**src/rtl/ptmch_trg_sched.sv**
```systemverilog
// ptmch_trg_sched
//   Shares one trigger pulse output between three request sources:
//   program execute (0), read status (1) and block erase (2).
//   Rising edges on TRG_REQ are latched as pending requests.
//   An arbiter grants one pending source at a time. It is round-robin
//   when P_RR=1 and fixed priority (source 0 highest) when P_RR=0.
//   Each grant produces a pulse of PLS_WIDTH+1 cycles. The pulse is
//   followed by HOLDOFF idle cycles.
//
// Parameters
//   P_CNT_W   width of PLS_WIDTH, HOLDOFF and the timing counter
//   P_RR      1 = round-robin arbitration, 0 = fixed priority
//
// Ports
//   CLK200M   clock; every output is registered on its rising edge
//   RESET     asynchronous, active-high reset
//   TRG_REQ   per-source trigger request (level; edges are detected)
//   ENABLE    grant enable; while low, no new pulse starts
//   PLS_WIDTH pulse width minus one, sampled when a pulse starts
//   HOLDOFF   idle cycles after a pulse, sampled when the pulse ends
//   CLR_OVF   synchronous clear of OVF
//   TRG_OUT   shared trigger pulse
//   TRG_ID    source of the active pulse, 3 when no pulse is active
//   BUSY      high during a pulse and during its holdoff
//   OVF       sticky per-source overflow (request lost)
module ptmch_trg_sched #(
    parameter int unsigned P_CNT_W = 4,
    parameter int unsigned P_RR    = 1
) (
    input  logic               CLK200M,
    input  logic               RESET,
    input  logic [2:0]         TRG_REQ,
    input  logic               ENABLE,
    input  logic [P_CNT_W-1:0] PLS_WIDTH,
    input  logic [P_CNT_W-1:0] HOLDOFF,
    input  logic               CLR_OVF,
    output logic               TRG_OUT,
    output logic [1:0]         TRG_ID,
    output logic               BUSY,
    output logic [2:0]         OVF
);

    typedef enum logic [1:0] {
        ST_IDLE  = 2'd0,
        ST_PULSE = 2'd1,
        ST_HOLD  = 2'd2
    } state_t;

    state_t             state, state_nxt;
    logic [P_CNT_W-1:0] cnt, cnt_nxt;
    logic [2:0]         req_q;
    logic [2:0]         req_edge;
    logic [2:0]         pend, pend_nxt;
    logic [2:0]         grant_clr;
    logic [2:0]         ovf_nxt;
    logic [1:0]         last_grant;
    logic [1:0]         grant_id;
    logic               grant_vld;
    logic               take;
    logic [1:0]         id_nxt;
    int unsigned        idx;

    assign req_edge = TRG_REQ & ~req_q;

    // Arbiter: scan the three sources in search order and pick the
    // first one that is pending. Round-robin starts one past the last
    // grant and wraps 2->0; fixed priority always starts at source 0.
    always_comb begin
        grant_vld = 1'b0;
        grant_id  = 2'd0;
        idx       = 0;
        for (int unsigned k = 0; k < 3; k++) begin
            idx = (P_RR != 0) ? (({30'd0, last_grant} + 32'd1 + k) % 32'd3) : k;
            if (!grant_vld && pend[idx[1:0]]) begin
                grant_vld = 1'b1;
                grant_id  = idx[1:0];
            end
        end
    end

    // Next-state logic. The counter holds the remaining cycles of the
    // current phase minus one, so a phase ends when it reads zero.
    always_comb begin
        state_nxt = state;
        cnt_nxt   = cnt;
        take      = 1'b0;
        case (state)
            ST_IDLE: begin
                if (ENABLE && grant_vld) begin
                    state_nxt = ST_PULSE;
                    cnt_nxt   = PLS_WIDTH;
                    take      = 1'b1;
                end
            end
            ST_PULSE: begin
                if (cnt == '0) begin
                    if (HOLDOFF == '0) begin
                        state_nxt = ST_IDLE;
                    end else begin
                        state_nxt = ST_HOLD;
                        cnt_nxt   = HOLDOFF - P_CNT_W'(1);
                    end
                end else begin
                    cnt_nxt = cnt - P_CNT_W'(1);
                end
            end
            ST_HOLD: begin
                if (cnt == '0) begin
                    state_nxt = ST_IDLE;
                end else begin
                    cnt_nxt = cnt - P_CNT_W'(1);
                end
            end
            default: begin
                state_nxt = ST_IDLE;
                cnt_nxt   = '0;
            end
        endcase
    end

    // Pending and overflow update. A new edge beats the grant clear,
    // and a new overflow beats CLR_OVF.
    always_comb begin
        grant_clr = take ? (3'b001 << grant_id) : 3'b000;
        pend_nxt  = (pend & ~grant_clr) | req_edge;
        ovf_nxt   = (CLR_OVF ? 3'b000 : OVF) | (req_edge & pend & ~grant_clr);
        if (take) begin
            id_nxt = grant_id;
        end else if (state_nxt == ST_PULSE) begin
            id_nxt = TRG_ID;
        end else begin
            id_nxt = 2'd3;
        end
    end

    // Outputs are registered from the next state, so a grant is visible
    // on the same edge at which the FSM enters PULSE.
    always_ff @(posedge CLK200M or posedge RESET) begin
        if (RESET) begin
            state      <= ST_IDLE;
            cnt        <= '0;
            req_q      <= '0;
            pend       <= '0;
            last_grant <= 2'd2;
            TRG_OUT    <= 1'b0;
            TRG_ID     <= 2'd3;
            BUSY       <= 1'b0;
            OVF        <= '0;
        end else begin
            state   <= state_nxt;
            cnt     <= cnt_nxt;
            req_q   <= TRG_REQ;
            pend    <= pend_nxt;
            OVF     <= ovf_nxt;
            TRG_OUT <= (state_nxt == ST_PULSE);
            TRG_ID  <= id_nxt;
            BUSY    <= (state_nxt != ST_IDLE);
            if (take) begin
                last_grant <= grant_id;
            end
        end
    end

endmodule

```
**config.mk**
```make
export PLATFORM = sky130hd
export DESIGN_NAME = ptmch_trg_sched
export DESIGN_NICKNAME = d
export VERILOG_FILES = /design/src/rtl/ptmch_trg_sched.sv
export SDC_FILE = /design/constraint.sdc
export NUM_CORES = 1
export LEC_CHECK = 0
export CORE_MARGIN = 3
export CORE_UTILIZATION = 25
export CTS_CLUSTER_DIAMETER = 120
export DETAILED_ROUTE_END_ITERATION = 8
export PLACE_DENSITY = 0.5
export SYNTH_ARGS = -nofsm -noshare
export SYNTH_HDL_FRONTEND = slang
export SYNTH_SLANG_ARGS = --single-unit
```
**constraint.sdc**
```tcl
create_clock -name CLK200M -period 4.9 [get_ports CLK200M]
set_clock_uncertainty 0.05 [all_clocks]
set_input_delay 0.98 -clock CLK200M [delete_from_list [all_inputs] [get_ports CLK200M]]
set_output_delay 0.98 -clock CLK200M [all_outputs]
set_load 0.1 [all_outputs]
```
---- After elaboration in Yosys (flattened, before gate mapping) ----
Index checks and enable logic that the tools add are counted.
cells by class
  add/sub/neg operators ................... 5
  div/mod/pow operators ................... 3
  magnitude comparators ................... 3
  equal/unequal tests ..................... 7
  shifts and indexed selects .............. 1
  muxes and demuxes ....................... 28
  bitwise logic cells ..................... 8
  reduce and logical (&&, ||, !) cells .... 10
operators by type and width
  cell                                                                    count
  32-bit by 2-bit modulo with 32-bit output (second input constant)       3
  32-bit by 1-bit adder with 32-bit output (second input constant)        1
  2-bit 2-to-1 mux                                                        9
  4-bit 2-to-1 mux                                                        4
  3-bit AND                                                               4
  4-bit case mux with 3 select lines                                      1
  2-bit by 3-bit < comparator with 1-bit output (second input constant)   3
  4-bit logical NOT                                                       2
  1-bit 2-to-1 mux                                                        8
  4-bit by 1-bit subtractor with 4-bit output (second input constant)     2
  1-bit binary-select mux with 2-bit select                               3
  3-bit 2-to-1 mux                                                        2
  2-bit != test (second input constant)                                   3
  3-bit inverter                                                          2
  3-bit OR                                                                2
  2-bit case mux with 3 select lines                                      1
  3-bit by 2-bit adder with 4-bit output (second input constant)          1
  2-bit by 1-bit equality test with 1-bit output (second input constant)  2
  2-bit by 1-bit adder with 3-bit output (second input constant)          1
  1-bit logical AND                                                       3
  3-bit != test (second input constant)                                   1
  3-bit AND reduction                                                     1
  1-bit by 2-bit left shift with 3-bit output (first input constant)      1
  2-bit equality test (second input constant)                             1
  other kinds (3)                                                         4
storage, ports and cells
  flip-flop bits (word level) ............. 21
  input bits .............................. 15
  output and inout bits ................... 7
  word-level logic and storage cells ...... 74

---- Longest topological paths before layout ----
  word-level depth ........................ 18
  depth in mapped cells ................... 8
  gate-level depth less buffers ........... 7

---- Least setup slack after synthesis ----
OpenSTA, ideal clock, no wires.
  kind .................................... register -> register
  start ................................... reg last_grant[1]
  end ..................................... reg BUSY
  library setup time ...................... 0.126 ns
  arrival ................................. 1.984 ns
  required time ........................... 4.724 ns
  setup slack ............................. 2.740 ns
  cell stages (with the launch flop) ...... 8
  buffers on the path ..................... 1
  period minus slack after synthesis ...... 2.160 ns
  cell sequence ........................... dfstp_2 > ha_1 > buf_2 > nor2b_1 > o21a_1 > nor4_4 > nor2_2 > a221o_1
between the ends
  longest elaborated chain between the ends .. 15
  elaborated cells between the ends (all ways) .. 23
  classes of those cells .................. add/sub (3); div (3); mux (11); reduce/logical (6)
RTL lines
  element                                                                           RTL line  source
  from (decl)                                                                       56        logic [1:0] last_grant;
  from (signal assigned)                                                            159       last_grant <= grant_id;
  2-bit by 1-bit adder with 3-bit output *                                          73        idx = (P_RR != 0) ? (({30'd0, last_grant} + 32'd1 + k) % 32'd3) : k;
  branches (longest 9 deep; another with 32-bit by 1-bit adder with 32-bit output)  -
  1-bit 2-to-1 mux *                                                                74        if (!grant_vld && pend[idx[1:0]]) begin
  1-bit logical AND *                                                               89        if (ENABLE && grant_vld) begin
  2-bit 2-to-1 mux *                                                                89
  2-bit case mux with 3 select lines *                                              87        case (state)
  2-bit nonzero test *                                                              157       BUSY <= (state_nxt != ST_IDLE);
  to (signal assigned)                                                              157
  to (decl)                                                                         39        output logic BUSY,
Every way passes the cells marked *. The select of a mux whose other input is x is not followed.
A chain may end at the register's enable or synchronous reset.

---- Final worst setup path ----
  start ................................... reg TRG_ID[1]
  end ..................................... out TRG_ID[1]
RTL lines
  element                 RTL line  source
  from (decl)             38        output logic [1:0] TRG_ID,
  from (signal assigned)  156       TRG_ID <= id_nxt;
No word-level cell between the ends.

==> results.toml <==
[setup_path]
cp_cell_sequence = "clkdlybuf4s50_1"
crit_type = "reg2out"
crit_path_start_kind = "flip-flop"
worstPathArrival_ns = 1.92
path_max_fanout = 2
crit_required_ns = 3.87
cpPeakStageDelay_ns = 1.13
slowest_stage = "clkdlybuf4s50_1"
cp_top_family = "buffers and inverters"
crit_buf_inv = 1
crit_path_end_kind = "output port"

[detailed_routing]
drtAntennaViolNets = 0
drt_drc_violations_left = 0
post_drt_wl_per_cell_um = 12.4
wl_um = 2760
via_count = 1030
routed_via_density = 4.62
drt_pass1_iterations = 3
first_iter_violations = 20

[sta]
rsz0062_at_grt = "false"
tightest_slew_ns = 0.975
relSlewSlack_pct = 34.8
fmax_ghz = 0.338
period_share_pct = 60.3
tns_ns = 0
setup_viol = 0
finalHoldViolCount = 0
slew_violations = 0
final.min_clock_period_ns = 2.95

[clock_network]
root_buffer = "clkbuf_8"
post_cts_buffers = 0
cts_inserted_buffers = 3
cts_sinks = 21
clk_pin_slew_ns = 0.08
htree_levels = 1
cts_buffer_depth = 2
clk-insertion-delay-late_ns = 0.25
cts.repair.resized = 0
cts-hold-fix-buffers = 0
tritoncts = "done"

[synthesis]
synth.avg_cell_area_um2 = 9.75
synth-seq-cells = 21
ys_async_sr_fraction_pct = 100
yosys_warnings = 0
synth_edf_count = 0
synthCells = 134
synth_flop_cell = "dfrtp_1"
post_synth_num_cell_types = 41
yosysSeqAreaShare_pct = 40.5
syn_nets = 157
netlist_area_um2 = 1310

[global_route]
antenna_found_initial = 0
first_global_vias = 1096
gr-total-overflow = 0
grt_pass1_wl_um = 4900
grt_max_degree = 22
grt_use_total_pct = 9.87

[floorplanning]
rows = 25
die_area_um2 = 6130
die_x_um = 78.3
initial_core_util_pct = 26.8
ios = 22
core_um2 = 4880
die_height_um = 78.3

[power_and_ir_drop]
cellPowerDensity_nw_per_um2 = 735
p_total_mw = 1.20
peakVddDrop_mv = 0.209
leakage_nw = 0.705

[placement]
globalplace.congestion = 0.773
dp_hpwl_um = 2250
portBuffers = 21

[cells_and_area]
nFillCells = 523
syn2layout_area_growth_pct = 25.1
layout_commonest_cell = "clkdlybuf4s50_1"
most-common-layout-cells = "21 x clkdlybuf4s50_1, 18 x dfrtp_1, 14 x inv_1"
nets = 180
drive_gt1_share_pct = 8.97
n_antenna_cell = 0

[hold_path]
holdCritPathClass = "reg2reg"

[run]
drv_cap = 0

[outcome]
status = "finished clean"
[per-layer routing]
metal	up-vias	GRT usage, %	wire length [um]
met5	-	0	0
met4	0	3.15	19
met3	2	1.95	73
met1	488	12.6	1290
met2	13	16.8	1390
li1	527	-	-
[per-stage QoR]
| step | std cells | hold slack [ns] | setup slack [ns] | utilization [%] | area (um^2) |
|---|---|---|---|---|---|
| global route | 223 | 0.458 | 1.91 | 33.5 | 1630 |
| global placement | 219 | 0.415 | 2.19 | 32.5 | 1590 |
| floorplan | 134 | 0.399 | 2.74 | - | 1310 |
| detailed placement | 219 | 0.422 | 2.12 | 32.5 | 1590 |
| CTS | 223 | 0.434 | 1.93 | 33.5 | 1630 |
| finish | 223 | 0.433 | 1.95 | 33.5 | 1630 |
[cells in the mapped netlist, types with 2 or more instances]
| cell type | count | share of area [%] |
|---|---|---|
| nand3_1 | 2 | 0.77 |
| nor2b_1 | 5 | 2.4 |
| xnor2_1 | 3 | 2.0 |
| a21oi_1 | 3 | 1.1 |
| nor2_1 | 9 | 2.6 |
| inv_1 | 14 | 4.0 |
| nor3b_1 | 2 | 1.1 |
| o22ai_1 | 3 | 1.4 |
| mux2i_1 | 6 | 4.6 |
| nand3b_1 | 2 | 1.1 |
| dfrtp_1 | 18 | 34 |
| ha_1 | 8 | 7.7 |
| o21a_1 | 4 | 2.3 |
| nand2b_1 | 5 | 2.4 |
| dfstp_2 | 3 | 6.0 |
| clkbuf_1 | 2 | 0.57 |
| nand2_1 | 9 | 2.6 |
| a221oi_1 | 4 | 2.7 |
| o21bai_1 | 2 | 1.1 |
| nor3_1 | 3 | 1.1 |
| o21ai_0 | 7 | 2.7 |
[report_power, final]
group	total, mW	switching (mW)	internal [mW]	leakage, nW
registers	0.310	0.0590	0.251	0.240
logic	0.780	0.497	0.283	0.439
clock network	0.111	0.0545	0.0565	0.0255
total	1.20	0.611	0.590	0.705
[final timing paths]
kind	cells past startpoint	endpoint	slack, ns	start
setup reg to reg	7	OVF[0]	2.47	last_grant[0]
min in group asynchronous	2	req_q[0]	1.12	RESET
setup / recovery	1	TRG_ID[1]	1.95	TRG_ID[1]
max in group asynchronous	2	pend[2]	3.19	RESET
hold / removal	1	OVF[1]	0.43	req_q[1]
hold reg to reg	1	OVF[1]	0.43	req_q[1]
[registers in the layout (all words and copies together), names as in the netlist]
name,flops
cnt,4
OVF,3
pend,3
req_q,3
TRG_ID,2
last_grant,2
state,2
BUSY,1
TRG_OUT,1
[kinds of logic (layout without fill, tap and decap cells)]
logic type / after synthesis / after routing / share of synthesized area (%)
flip-flops: 21 / 21 / 40.5
AND/OR/NAND/NOR: 41 / 41 / 17.4
AO/OA/AOI/OAI: 38 / 38 / 22.8
adder cells (fa/ha/maj): 8 / 8 / 7.66
buffers and inverters: 17 / 39 / 4.98
XOR/XNOR: 3 / 3 / 2.01
multiplexers: 6 / 6 / 4.60
[layout make-up]
class | instances | area [um^2] | share of cell area [%]
clock buffer | 3 | 41.3 | 2.53
clock inverter | 1 | 5.00 | 0.306
inverter | 14 | 52.6 | 3.22
multi-input combinational | 96 | 712 | 43.6
sequential | 21 | 529 | 32.4
tap | 67 | 83.8 | 5.13
timing repair buffer | 21 | 210 | 12.9
Note: power is estimated with default switching activity, not from simulation.
